### src/rtl/keypad_sum_entry_if.sv
// Key input and display output bundle for the keypad adder.
// The key source is the master and the adder is the slave.
interface keypad_sum_entry_if;
  logic [3:0]  key_code;
  logic        key_valid;
  logic [11:0] sum_result;
  logic        sum_valid;
  logic [1:0]  phase;

  modport master (
    output key_code, key_valid,
    input  sum_result, sum_valid, phase
  );

  modport slave (
    input  key_code, key_valid,
    output sum_result, sum_valid, phase
  );
endinterface

### src/rtl/keypad_sum_entry.sv
// Two-operand decimal keypad adder (up to 3 digits per operand).
// Every output is registered and is loaded from next-state values, so an accepted key shows one cycle later.
module keypad_sum_entry (
  input  logic               clk,
  input  logic               reset,
  keypad_sum_entry_if.slave  kp
);
  typedef enum logic [1:0] {
    ENTER_A  = 2'b00,
    ENTER_B  = 2'b01,
    SHOW_SUM = 2'b10
  } state_t;

  localparam logic [3:0] KEY_ADD   = 4'hA;
  localparam logic [3:0] KEY_EQ    = 4'hB;
  localparam logic [3:0] KEY_CLEAR = 4'hC;

  state_t      state_reg, state_next;
  logic [9:0]  op_a_reg, op_a_next;
  logic [9:0]  op_b_reg, op_b_next;
  logic [1:0]  digit_cnt_reg, digit_cnt_next;
  logic [10:0] sum_reg, sum_next;
  logic        prev_valid_reg;
  logic [11:0] result_reg, result_next;
  logic        sum_valid_reg, sum_valid_next;
  logic [1:0]  phase_reg;

  logic       accept;
  logic       is_digit;
  logic [9:0] digit_ext;
  logic [9:0] a_shifted;
  logic [9:0] b_shifted;

  assign accept    = kp.key_valid && !prev_valid_reg;
  assign is_digit  = (kp.key_code < 4'd10);
  assign digit_ext = {6'd0, kp.key_code};
  // With at most two digits entered the operand is <= 99, so this fits in 10 bits.
  assign a_shifted = op_a_reg * 10'd10 + digit_ext;
  assign b_shifted = op_b_reg * 10'd10 + digit_ext;

  always_ff @(posedge clk) begin
    if (reset) begin
      state_reg      <= ENTER_A;
      op_a_reg       <= '0;
      op_b_reg       <= '0;
      digit_cnt_reg  <= '0;
      sum_reg        <= '0;
      prev_valid_reg <= 1'b0;
      result_reg     <= '0;
      sum_valid_reg  <= 1'b0;
      phase_reg      <= ENTER_A;
    end else begin
      state_reg      <= state_next;
      op_a_reg       <= op_a_next;
      op_b_reg       <= op_b_next;
      digit_cnt_reg  <= digit_cnt_next;
      sum_reg        <= sum_next;
      prev_valid_reg <= kp.key_valid;
      result_reg     <= result_next;
      sum_valid_reg  <= sum_valid_next;
      phase_reg      <= state_next;
    end
  end

  always_comb begin
    state_next     = state_reg;
    op_a_next      = op_a_reg;
    op_b_next      = op_b_reg;
    digit_cnt_next = digit_cnt_reg;
    sum_next       = sum_reg;

    case (state_reg)
      ENTER_A: begin
        if (accept && is_digit && digit_cnt_reg != 2'd3) begin
          op_a_next      = a_shifted;
          digit_cnt_next = digit_cnt_reg + 2'd1;
        end else if (accept && kp.key_code == KEY_ADD) begin
          state_next     = ENTER_B;
          op_b_next      = '0;
          digit_cnt_next = '0;
        end
      end
      ENTER_B: begin
        if (accept && is_digit && digit_cnt_reg != 2'd3) begin
          op_b_next      = b_shifted;
          digit_cnt_next = digit_cnt_reg + 2'd1;
        end else if (accept && kp.key_code == KEY_EQ) begin
          sum_next   = {1'b0, op_a_reg} + {1'b0, op_b_reg};
          state_next = SHOW_SUM;
        end
      end
      SHOW_SUM: begin
        if (accept && is_digit) begin
          op_a_next      = digit_ext;
          op_b_next      = '0;
          digit_cnt_next = 2'd1;
          state_next     = ENTER_A;
        end
      end
      default: begin
        // Illegal encoding: recover to a fully cleared ENTER_A.
        state_next     = ENTER_A;
        op_a_next      = '0;
        op_b_next      = '0;
        digit_cnt_next = '0;
        sum_next       = '0;
      end
    endcase

    if (accept && kp.key_code == KEY_CLEAR) begin
      state_next     = ENTER_A;
      op_a_next      = '0;
      op_b_next      = '0;
      digit_cnt_next = '0;
      sum_next       = '0;
    end

    sum_valid_next = (state_next == SHOW_SUM);
    case (state_next)
      ENTER_B:  result_next = {2'b00, op_b_next};
      SHOW_SUM: result_next = {1'b0, sum_next};
      default:  result_next = {2'b00, op_a_next};
    endcase
  end

  assign kp.sum_result = result_reg;
  assign kp.sum_valid  = sum_valid_reg;
  assign kp.phase      = phase_reg;
endmodule

### src/flat_wrapper.sv
// flat-port wrapper written by rule: the top's interface ports become plain ports
module keypad_sum_entry_flat 
  (clk, reset, kp_key_code, kp_key_valid, kp_sum_result, kp_sum_valid, kp_phase);
  keypad_sum_entry_if kp_i ();
  input  logic clk;
  input  logic reset;
  input wire logic [$bits(kp_i.key_code)-1:0] kp_key_code;
  input wire logic [$bits(kp_i.key_valid)-1:0] kp_key_valid;
  output wire logic [$bits(kp_i.sum_result)-1:0] kp_sum_result;
  output wire logic [$bits(kp_i.sum_valid)-1:0] kp_sum_valid;
  output wire logic [$bits(kp_i.phase)-1:0] kp_phase;
  assign kp_i.key_code = kp_key_code;
  assign kp_i.key_valid = kp_key_valid;
  assign kp_sum_result = kp_i.sum_result;
  assign kp_sum_valid = kp_i.sum_valid;
  assign kp_phase = kp_i.phase;
  keypad_sum_entry u_core (.clk(clk), .reset(reset), .kp(kp_i));
endmodule
### config.mk
export PLATFORM = sky130hd
export DESIGN_NAME = keypad_sum_entry_flat
export DESIGN_NICKNAME = d
export VERILOG_FILES = /design/src/rtl/keypad_sum_entry_if.sv /design/src/rtl/keypad_sum_entry.sv /design/src/flat_wrapper.sv
export SDC_FILE = /design/constraint.sdc
export NUM_CORES = 1
export LEC_CHECK = 0
export CAP_MARGIN = 25
export CORE_UTILIZATION = 56
export DETAILED_ROUTE_END_ITERATION = 8
export PLACE_DENSITY = 0.76
export SYNTH_ARGS = -nofsm -noshare
export SYNTH_HDL_FRONTEND = slang
export SYNTH_SLANG_ARGS = --single-unit
### constraint.sdc
create_clock -name clk -period 8.1 [get_ports clk]
set_input_delay 1.62 -clock clk [delete_from_list [all_inputs] [get_ports clk]]
set_output_delay 1.62 -clock clk [all_outputs]
set_load 0.05 [all_outputs]
==> results of run 1 <==
[area by class of cell]
type	count	area, um^2
multi-input combinational	332	2452
fill	525	2098
sequential	48	960.9
timing repair buffer	23	222.7
tap	75	93.84
clock buffer	6	82.58
inverter	11	41.29
clock inverter	2	38.79
[worst min-delay path by stage]
stage	cells after the start	to	slack [ns]
detailed placement	2	u_core.op_a_reg[9]	0.48
finish	2	u_core.op_a_reg[9]	0.49
global route	2	u_core.op_a_reg[9]	0.54
CTS	2	u_core.op_a_reg[9]	0.49
global placement	2	u_core.op_a_reg[9]	0.47
floorplan	2	u_core.op_a_reg[9]	0.45
[layer usage]
metal,part of all wire,wire [um]
met3,0.069,631
met2,0.48,4382
met1,0.43,3920
met4,0.025,231
met5,0,0
[synth_stat cells (all sizes together) (7+ instances only)]
cell / n
inv: 10
dfxtp: 48
nand3: 10
nand2: 24
a22o: 11
a22oi: 10
nor3: 12
xnor2: 15
a21o: 7
buf: 8
ha: 41
a21oi: 28
nor2: 42
xor2: 8
and2: 15
o21ai: 17
[stage by stage]
step,cell area [um^2],util,std cells,hold slack [ns]
after floorplan,3522,-,405,0.4532
after detailed placement,3771,0.6295,489,0.4757
final,3892,0.6497,497,0.4900
after global placement,3771,0.6295,489,0.4713
after CTS,3892,0.6497,497,0.4941
after global routing,3892,0.6497,497,0.5358
[worst min-delay path: cells and delay by family, from the launching register on]
kind,cells,cell delay [ns]
flops,1,0.34
compound gates,1,0.05
simple gates,1,0.06
[cells by family (layout without fill, tap and decap cells)]
family	after synthesis	in the layout
DFF	48	48
muxes	4	4
AOI/OAI and AO/OA	119	119
adders and majority gates	46	46
and+or+nand+nor	138	138
buffers and inverters	25	42
other	1	1
xor gates and xnor gates	24	24
[layout by cell type, fill, tap and decap left out, drive strengths merged, types with 7 or more instances in the layout]
| cell type | Yosys | routed |
|---|---|---|
| xor2 | 8 | 8 |
| xnor2 | 15 | 15 |
| o21ai | 17 | 17 |
| dfxtp | 48 | 48 |
| a22oi | 10 | 10 |
| nand2 | 24 | 24 |
| and2 | 15 | 15 |
| a21oi | 28 | 28 |
| inv | 10 | 10 |
| nand3 | 10 | 10 |
| nor2 | 42 | 42 |
| a22o | 11 | 11 |
| clkdlybuf4s50 | 0 | 20 |
| nor3 | 12 | 12 |
| ha | 41 | 41 |
| a21o | 7 | 7 |
[power by group]
group	total, mW	switching [mW]	internal [mW]
Sequential	0.252	0.00877	0.243
Combinational	0.0912	0.0568	0.0344
Clock	0.183	0.0818	0.101
Total	0.526	0.147	0.379
==> results.yml, run 1 <==
clock_network:
  cts_made_buffers: 5
  cts_setup_buffers: 0
  clock_latency_ns: 0.30
  htreeDepth: 2
  post_cts_resized: 0
  root_buffer: "clkbuf_8"
  clock_path_buffers: 2
  cts_tree: "yes"
  clk_pin_slew_worst_paths_ns: 0.09
  cts_sinks: 48
  cts_hold_buf: 0
timing:
  timing.final.ws_setup_ns: 3.941
  maxSlewHeadroom: 0.5221
  finalSetupViolations: 0
  finalCritPeriodShare: 0.5135
  clock.fmax_ghz: 0.2404
  clock_skew_ns: 0.003943
  rsz0062_at_grt: "false"
  hold_viol_final: 0
  fin_tns_setup_ns: 0
  worst_slew_pin_slew_ns: 0.7169
  drv_slew: 0
  period_minus_slack_ns: 4.159
grt:
  grt_pass1_wl_mm: 15.03
  grt_util_met3: 0.04045
  grtUsageMet2: 0.5133
  grt_usage: 0.3052
  antenna_found_initial: 0
  grt-busiest-layer: "met2"
  grt_max_degree: 22
  grt_pass1_vias: 3054
  gr-usage-met1: 0.3926
  grt-ovfl-total: 0
setup_path:
  cp_slowest_cell: "clkdlybuf4s50_1"
  critPathMaxFanout: 21
  critPathArrivalTime_ns: 4.40
  timing.critical_path.buf_inv: 3
  rr_startpoint: "u_core.op_b_reg[1]"
  critPathCapture: "u_core.kp.sum_result[0]"
  critPathTopFamily: "simple AND/OR/NAND/NOR gates"
  crit_chain: "clkdlybuf4s50_1, nand2_1, nor4_2, buf_4, a21oi_1, or2_2, inv_1, ha_1, nor2_1, nor2_1, a21oi_1"
  rr_endpoint: "u_core.kp.sum_result[9]"
  worstSetupStartpointType: "primary input"
  rr_worst_depth: 10
  max_stage_delay_ns: 0.62
  critPathKind: "in2reg"
  cp-startpoint: "kp_key_code[3]"
  rrSetupSlack_ns: 4.93
  path_depth: 11
  cp.required_ns: 8.34
  crit_path_end_kind: "flop"
floorplan:
  boundaryPins: 22
  dieArea_um2: 6611
  rows: 28
  die_w_um: 81.31
  initial_core_util: 0.5879
  core_um2: 5991
  die_h_um: 81.31
drt:
  drtAntennaViolNets: 0
  firstDrtPassIters: 5
  vias_per_cell: 6.346
  wl_mm: 9.164
  vias: 3154
  post-route-drc-count: 0
  post_drt_wl_per_cell_um: 18.44
  drtIter0Drc: 271
logic_synthesis:
  synth_top_family_by_area: "compound AO/OA/AOI/OAI gates"
  syn_avg_cell_area_um2: 8.697
  synth_xor_area_frac: 0.06359
  synth_area_um2: 3522
  synth_mux_area_frac: 0.01208
  synth-main-ff-cell: "dfxtp_1"
  syn_nets: 458
  ys_ff_latch: 48
  ys_warn_count: 0
  synth_top_area_share: 0.2728
  synth_compound_area_frac: 0.2362
  yosysTopAreaCell: "dfxtp_1"
  synth-edff-count: 0
  ys_seq_area_frac: 0.2728
  syn_inst: 405
  async_reset_ff_frac: 0
  synthAdderAreaFrac: 0.1741
  synth_area_leaders: "dfxtp_1, ha_1, nor2_1, a21oi_1, xnor2_1"
  synth-simple-area-share: 0.2092
  synth_cell_types: 59
placed_design:
  pre_cts_ws_ns: 3.666
  port_buffers: 20
  place.gp.congestion: 0.9106
  dp_hpwl_mm: 7.038
power_and_ir_drop:
  ir_drop_mv: 0.08654
  p_leak_nw: 1.693
  p_per_area_nw_per_um2: 135.1
  p_total_mw: 0.5260
layout:
  num_antenna_cells: 0
  area_growth_pct: 10.52
  layout.nets: 474
  drive_above_1_share: 0.06398
job:
  maxCapViolCount: 0
hold_path:
  hold_class: "reg2reg"
  min-delay-start: "u_core.op_a_reg[9]"
status:
  run_status: "finished, final reports clean"
No activity file was read; power rests on OpenSTA's default activity.
==> inputs of run 2 (changes only) <==
==> constraint.sdc (replaced) <==
create_clock -name clk -period 4 [get_ports clk]
set_input_delay 0.8 -clock clk [delete_from_list [all_inputs] [get_ports clk]]
set_output_delay 0.8 -clock clk [all_outputs]
set_load 0.05 [all_outputs]
==> run 2 against run 1 <==
Against the previous run:
- clock-buffer cell count is 1 lower
- first-iteration DRC count down 8.1%
- flip-flop and latch count unchanged
- clock power increased by 130%
- hold slack better by 0.015 ns
- critical path depth is 1 lower
- die area stayed put
- sequential power increased by 100%
- critical path type unchanged
- critical endpoint is now u_core.kp.sum_result[6]
- largest cell class unchanged
==> results.yml, run 2 (synthesized netlist as in run 1, its figures left out) <==
layout:
  area_growth_pct: 11.83
  fillers: 503
  layout_common_cells: "dfxtp_1, nor2_1, ha_1, a21oi_1, nand2_1"
  num_antenna_cells: 0
  layout_commonest_cell: "dfxtp_1"
  drive_above_1_share: 0.07277
  layout.nets: 478
timing:
  maxSlewHeadroom: 0.4778
  clock.fmax_ghz: 0.2904
  finalCritPeriodShare: 0.8610
  hold_ws_ns: 0.5046
  hold_viol_final: 0
  fin_tns_setup_ns: 0
  period_minus_slack_ns: 3.444
  rsz0062_at_grt: "false"
  finalSetupViolations: 0
  clock_skew_ns: 0.006019
  worst_slew_pin_slew_ns: 0.7804
  drv_slew: 0
setup_path:
  timing.critical_path.buf_inv: 2
  critPathArrivalTime_ns: 3.69
  cp_slowest_cell: "clkdlybuf4s50_1"
  cp.required_ns: 4.25
  max_stage_delay_ns: 0.62
  critPathKind: "in2reg"
  critPathTopFamily: "simple AND/OR/NAND/NOR gates"
  rrSetupSlack_ns: 0.83
  crit_chain: "clkdlybuf4s50_1, nand2_1, or3_1, a2111o_1, inv_1, ha_1, nor4b_1, a32oi_1, and3_1, a2bb2oi_1"
  crit_path_end_kind: "flop"
  worstSetupStartpointType: "primary input"
  critPathMaxFanout: 7
drt:
  post-route-drc-count: 0
  drtIter0Drc: 249
  vias_per_cell: 6.409
  vias: 3211
  post_drt_wl_per_cell_um: 18.77
  drtAntennaViolNets: 0
  wl_mm: 9.406
  firstDrtPassIters: 5
floorplan:
  rows: 28
  core_um2: 5991
  dieArea_um2: 6611
  boundaryPins: 22
  initial_core_util: 0.5879
  die_h_um: 81.31
  die_w_um: 81.31
clock_network:
  clock_path_buffers: 2
  cts_made_buffers: 5
  cts_sinks: 48
  root_buffer: "clkbuf_8"
  cts_tree: "yes"
  cts_hold_buf: 0
  post_cts_resized: 0
  clock_latency_ns: 0.31
  htreeDepth: 2
  cts_setup_buffers: 0
  clk_pin_slew_worst_paths_ns: 0.09
power_and_ir_drop:
  clock_power_share: 0.381
  p_leak_nw: 1.720
  power_frac_comb: 0.168
  p_per_area_nw_per_um2: 286.6
  p_sw_frac: 0.2762
  p_int_mw: 0.8172
  ir_drop_mv: 0.1971
  power.switching_mw: 0.3119
  p_total_mw: 1.129
  seqPwrFrac: 0.451
grt:
  grt-ovfl-total: 0
  grt_pass1_wl_mm: 15.10
  antenna_found_initial: 0
  grt_pass1_vias: 3062
  grt_max_degree: 21
  grt_usage: 0.3044
placed_design:
  dp_hpwl_mm: 7.086
  port_buffers: 20
  place.gp.congestion: 0.9465
hold_path:
  hold_class: "reg2reg"
job:
  maxCapViolCount: 0
status:
  run_status: "finished, final reports clean"
run 2: cell types whose count changed in the layout (fill, tap and decap cells not counted):
cell	change
buf_4	+4
bufinv_16	+1
clkbuf_8	-1
clkinv_4	-1
inv_6	+1
run 2: power by group through the flow:
stage	Sequential [mW]	Combinational (mW)	Clock, mW
after CTS	0.509	0.188	0.432
final	0.510	0.189	0.430
after global routing	0.511	0.206	0.453
after global placement	0.520	0.183	0
after floorplan	0.540	0.106	0
after detailed placement	0.520	0.187	0
run 2: through the flow:
step / cells / utilization / area, um^2 / setup slack, ns
after global placement: 493 / 0.6345 / 3801 / 0.3936
after global routing: 501 / 0.6575 / 3939 / 0.4879
after floorplan: 405 / - / 3522 / 1.037
after CTS: 501 / 0.6575 / 3939 / 0.6345
after detailed placement: 493 / 0.6345 / 3801 / 0.3279
final: 501 / 0.6575 / 3939 / 0.5561
run 2: cell type report:
class                   count  area [um^2]  share of cell area
inverters                  11        41.29             0.01048
clock inverters             3        68.82             0.01747
flip-flops and latches     48        960.9              0.2440
multi-input cells         332         2452              0.6226
repair buffers             27        252.7             0.06417
clock buffers               5        68.82             0.01747
well taps                  75        93.84             0.02382
run 2: worst reg2reg max path, stage by stage (launching register included):
cell	delay (ns)
dfxtp_1	0.53
ha_1	0.30
ha_1	0.24
fa_1	0.43
xnor2_1	0.20
nand4b_4	0.22
nor4b_4	0.31
xnor3_1	0.39
a22o_1	0.25
nand3_1	0.11
a32oi_1	0.11
run 2: worst paths after layout:
kind	startpoint	to	depth (start not counted)
setup / recovery	kp_key_code[3]	u_core.kp.sum_result[6]	10
hold / removal	u_core.op_a_reg[9]	u_core.op_a_reg[9]	2
setup reg to reg	u_core.op_b_reg[1]	u_core.kp.sum_result[9]	10
hold reg to reg	u_core.op_a_reg[9]	u_core.op_a_reg[9]	2
run 2: routing by layer:
metal | global-route usage | share of wire | vias up
met2 | 0.5383 | 0.49 | 135
met5 | 0 | 0 | -
li1 | - | - | 1530
met3 | 0.04494 | 0.057 | 25
met4 | 0.08929 | 0.026 | 0
met1 | 0.3778 | 0.43 | 1521
==> inputs of run 3 (changes only) <==
--- a/config.mk
+++ b/config.mk
@@ -6,9 +6,9 @@
 export NUM_CORES = 1
 export LEC_CHECK = 0
 export CAP_MARGIN = 25
-export CORE_UTILIZATION = 56
+export CORE_UTILIZATION = 47
 export DETAILED_ROUTE_END_ITERATION = 8
-export PLACE_DENSITY = 0.76
+export PLACE_DENSITY = 0.64
 export SYNTH_ARGS = -nofsm -noshare
 export SYNTH_HDL_FRONTEND = slang
 export SYNTH_SLANG_ARGS = --single-unit
==> run 3 against run 2 <==
Against the previous run:
- total power fell by 4.1%
- die area rose by 19%
- highest routed layer unchanged
- largest cell class unchanged
- combinational power barely moved
==> results.yml, run 3 (synthesized netlist as in run 1, its figures left out) <==
setup_path:
  rrSetupSlack_ns: 0.91
  crit_path_end_kind: "flop"
  cp.required_ns: 4.25
  critPathMaxFanout: 7
  worstSetupStartpointType: "primary input"
  critPathArrivalTime_ns: 3.63
  critPathKind: "in2reg"
timing:
  fin_tns_setup_ns: 0
  hold_viol_final: 0
  finalSetupViolations: 0
  rsz0062_at_grt: "false"
  drv_slew: 0
  clock.fmax_ghz: 0.2954
  clock_skew_ns: 0.004615
  finalCritPeriodShare: 0.8462
  worst_slew_pin_slew_ns: 0.7066
  period_minus_slack_ns: 3.385
  maxSlewHeadroom: 0.5289
drt:
  firstDrtPassIters: 5
  vias: 3120
  post-route-drc-count: 0
  drtAntennaViolNets: 0
  post_drt_wl_per_cell_um: 17.76
  vias_per_cell: 5.932
  drtIter0Drc: 184
  wl_mm: 9.341
floorplan:
  boundaryPins: 22
  initial_core_util: 0.4856
  die_h_um: 88.57
  rows: 31
  die_w_um: 88.57
  core_um2: 7253
  dieArea_um2: 7844
grt:
  grt-ovfl-total: 0
  grt_usage: 0.2556
  antenna_found_initial: 0
  grt_pass1_wl_mm: 15.09
  grt_pass1_vias: 2968
  grt_max_degree: 21
layout:
  fin_area_um2: 3960
  layout.nets: 479
  area_growth_pct: 12.43
  layout_common_cells: "dfxtp_1, nor2_1, ha_1, a21oi_1, nand2_1"
  fillers: 704
  postLayoutCoreUtil: 0.5460
  layout_commonest_cell: "dfxtp_1"
  drive_above_1_share: 0.07494
  num_antenna_cells: 0
clock_network:
  clock_path_buffers: 2
  cts_tree: "yes"
  cts_setup_buffers: 0
  htreeDepth: 2
  cts_hold_buf: 0
  cts_made_buffers: 5
  cts_sinks: 48
  post_cts_resized: 0
  clk_pin_slew_worst_paths_ns: 0.09
  clock_latency_ns: 0.31
  root_buffer: "clkbuf_8"
job:
  maxCapViolCount: 0
placed_design:
  placed_area_um2: 3839
  place.gp.congestion: 0.8494
  dp_hpwl_mm: 7.188
  port_buffers: 20
power_and_ir_drop:
  p_leak_nw: 1.719
  p_per_area_nw_per_um2: 273.3
  ir_drop_mv: 0.1545
hold_path:
  hold_class: "reg2reg"
status:
  run_status: "finished, final reports clean"
## run 3: per-layer routing
| layer | global-route usage | part of all wire |
|---|---|---|
| met1 | 0.3341 | 0.46 |
| met2 | 0.4434 | 0.48 |
| met3 | 0.02985 | 0.035 |
| met4 | 0.07331 | 0.015 |
| met5 | 0 | 0 |
## run 3: cell type report
cell class                      count  area [um^2]  area share
Clock buffer                        6        82.58     0.02085
Clock inverter                      2        38.79    0.009795
Inverter                           11        41.29     0.01043
Multi-Input combinational cell    332         2452      0.6193
Sequential cell                    48        960.9      0.2427
Tap cell                           99        123.9     0.03128
Timing Repair Buffer               28        260.3     0.06572
## run 3: final timing paths
| kind | to | cells past startpoint | startpoint |
|---|---|---|---|
| max | u_core.kp.sum_result[6] | 10 | kp_key_code[3] |
| min | u_core.op_a_reg[9] | 2 | u_core.op_a_reg[9] |
| max reg2reg | u_core.kp.sum_result[9] | 10 | u_core.op_b_reg[1] |
| min reg2reg | u_core.op_a_reg[9] | 2 | u_core.op_a_reg[9] |
## run 3: worst max-delay path: stages
cell and delay, ns:
clkdlybuf4s50_1 0.60, nand2_1 0.16, or3_1 0.38, a2111o_1 0.47, inv_1 0.08, ha_1 0.21
nor4b_1 0.48, a32oi_1 0.11, and3_1 0.22, a2bb2oi_1 0.11
## run 3: report_power, final
part	internal, mW	leakage (nW)	switching, mW
combinational	0.0725	1.27	0.117
clock	0.205	0.0614	0.180
sequential	0.493	0.389	0.0165
total	0.770	1.72	0.312
## run 3: through the flow
step                instances  hold WS, ns  worst slack, ns  power, mW
detailed placement        518       0.4765           0.3494     0.7086
CTS                       526       0.4900           0.6676      1.085
finish                    526       0.4918           0.6152      1.082
global route              526       0.5329           0.4901      1.122
floorplan                 405       0.4532            1.037     0.6470
global placement          518       0.4744           0.4783     0.7062
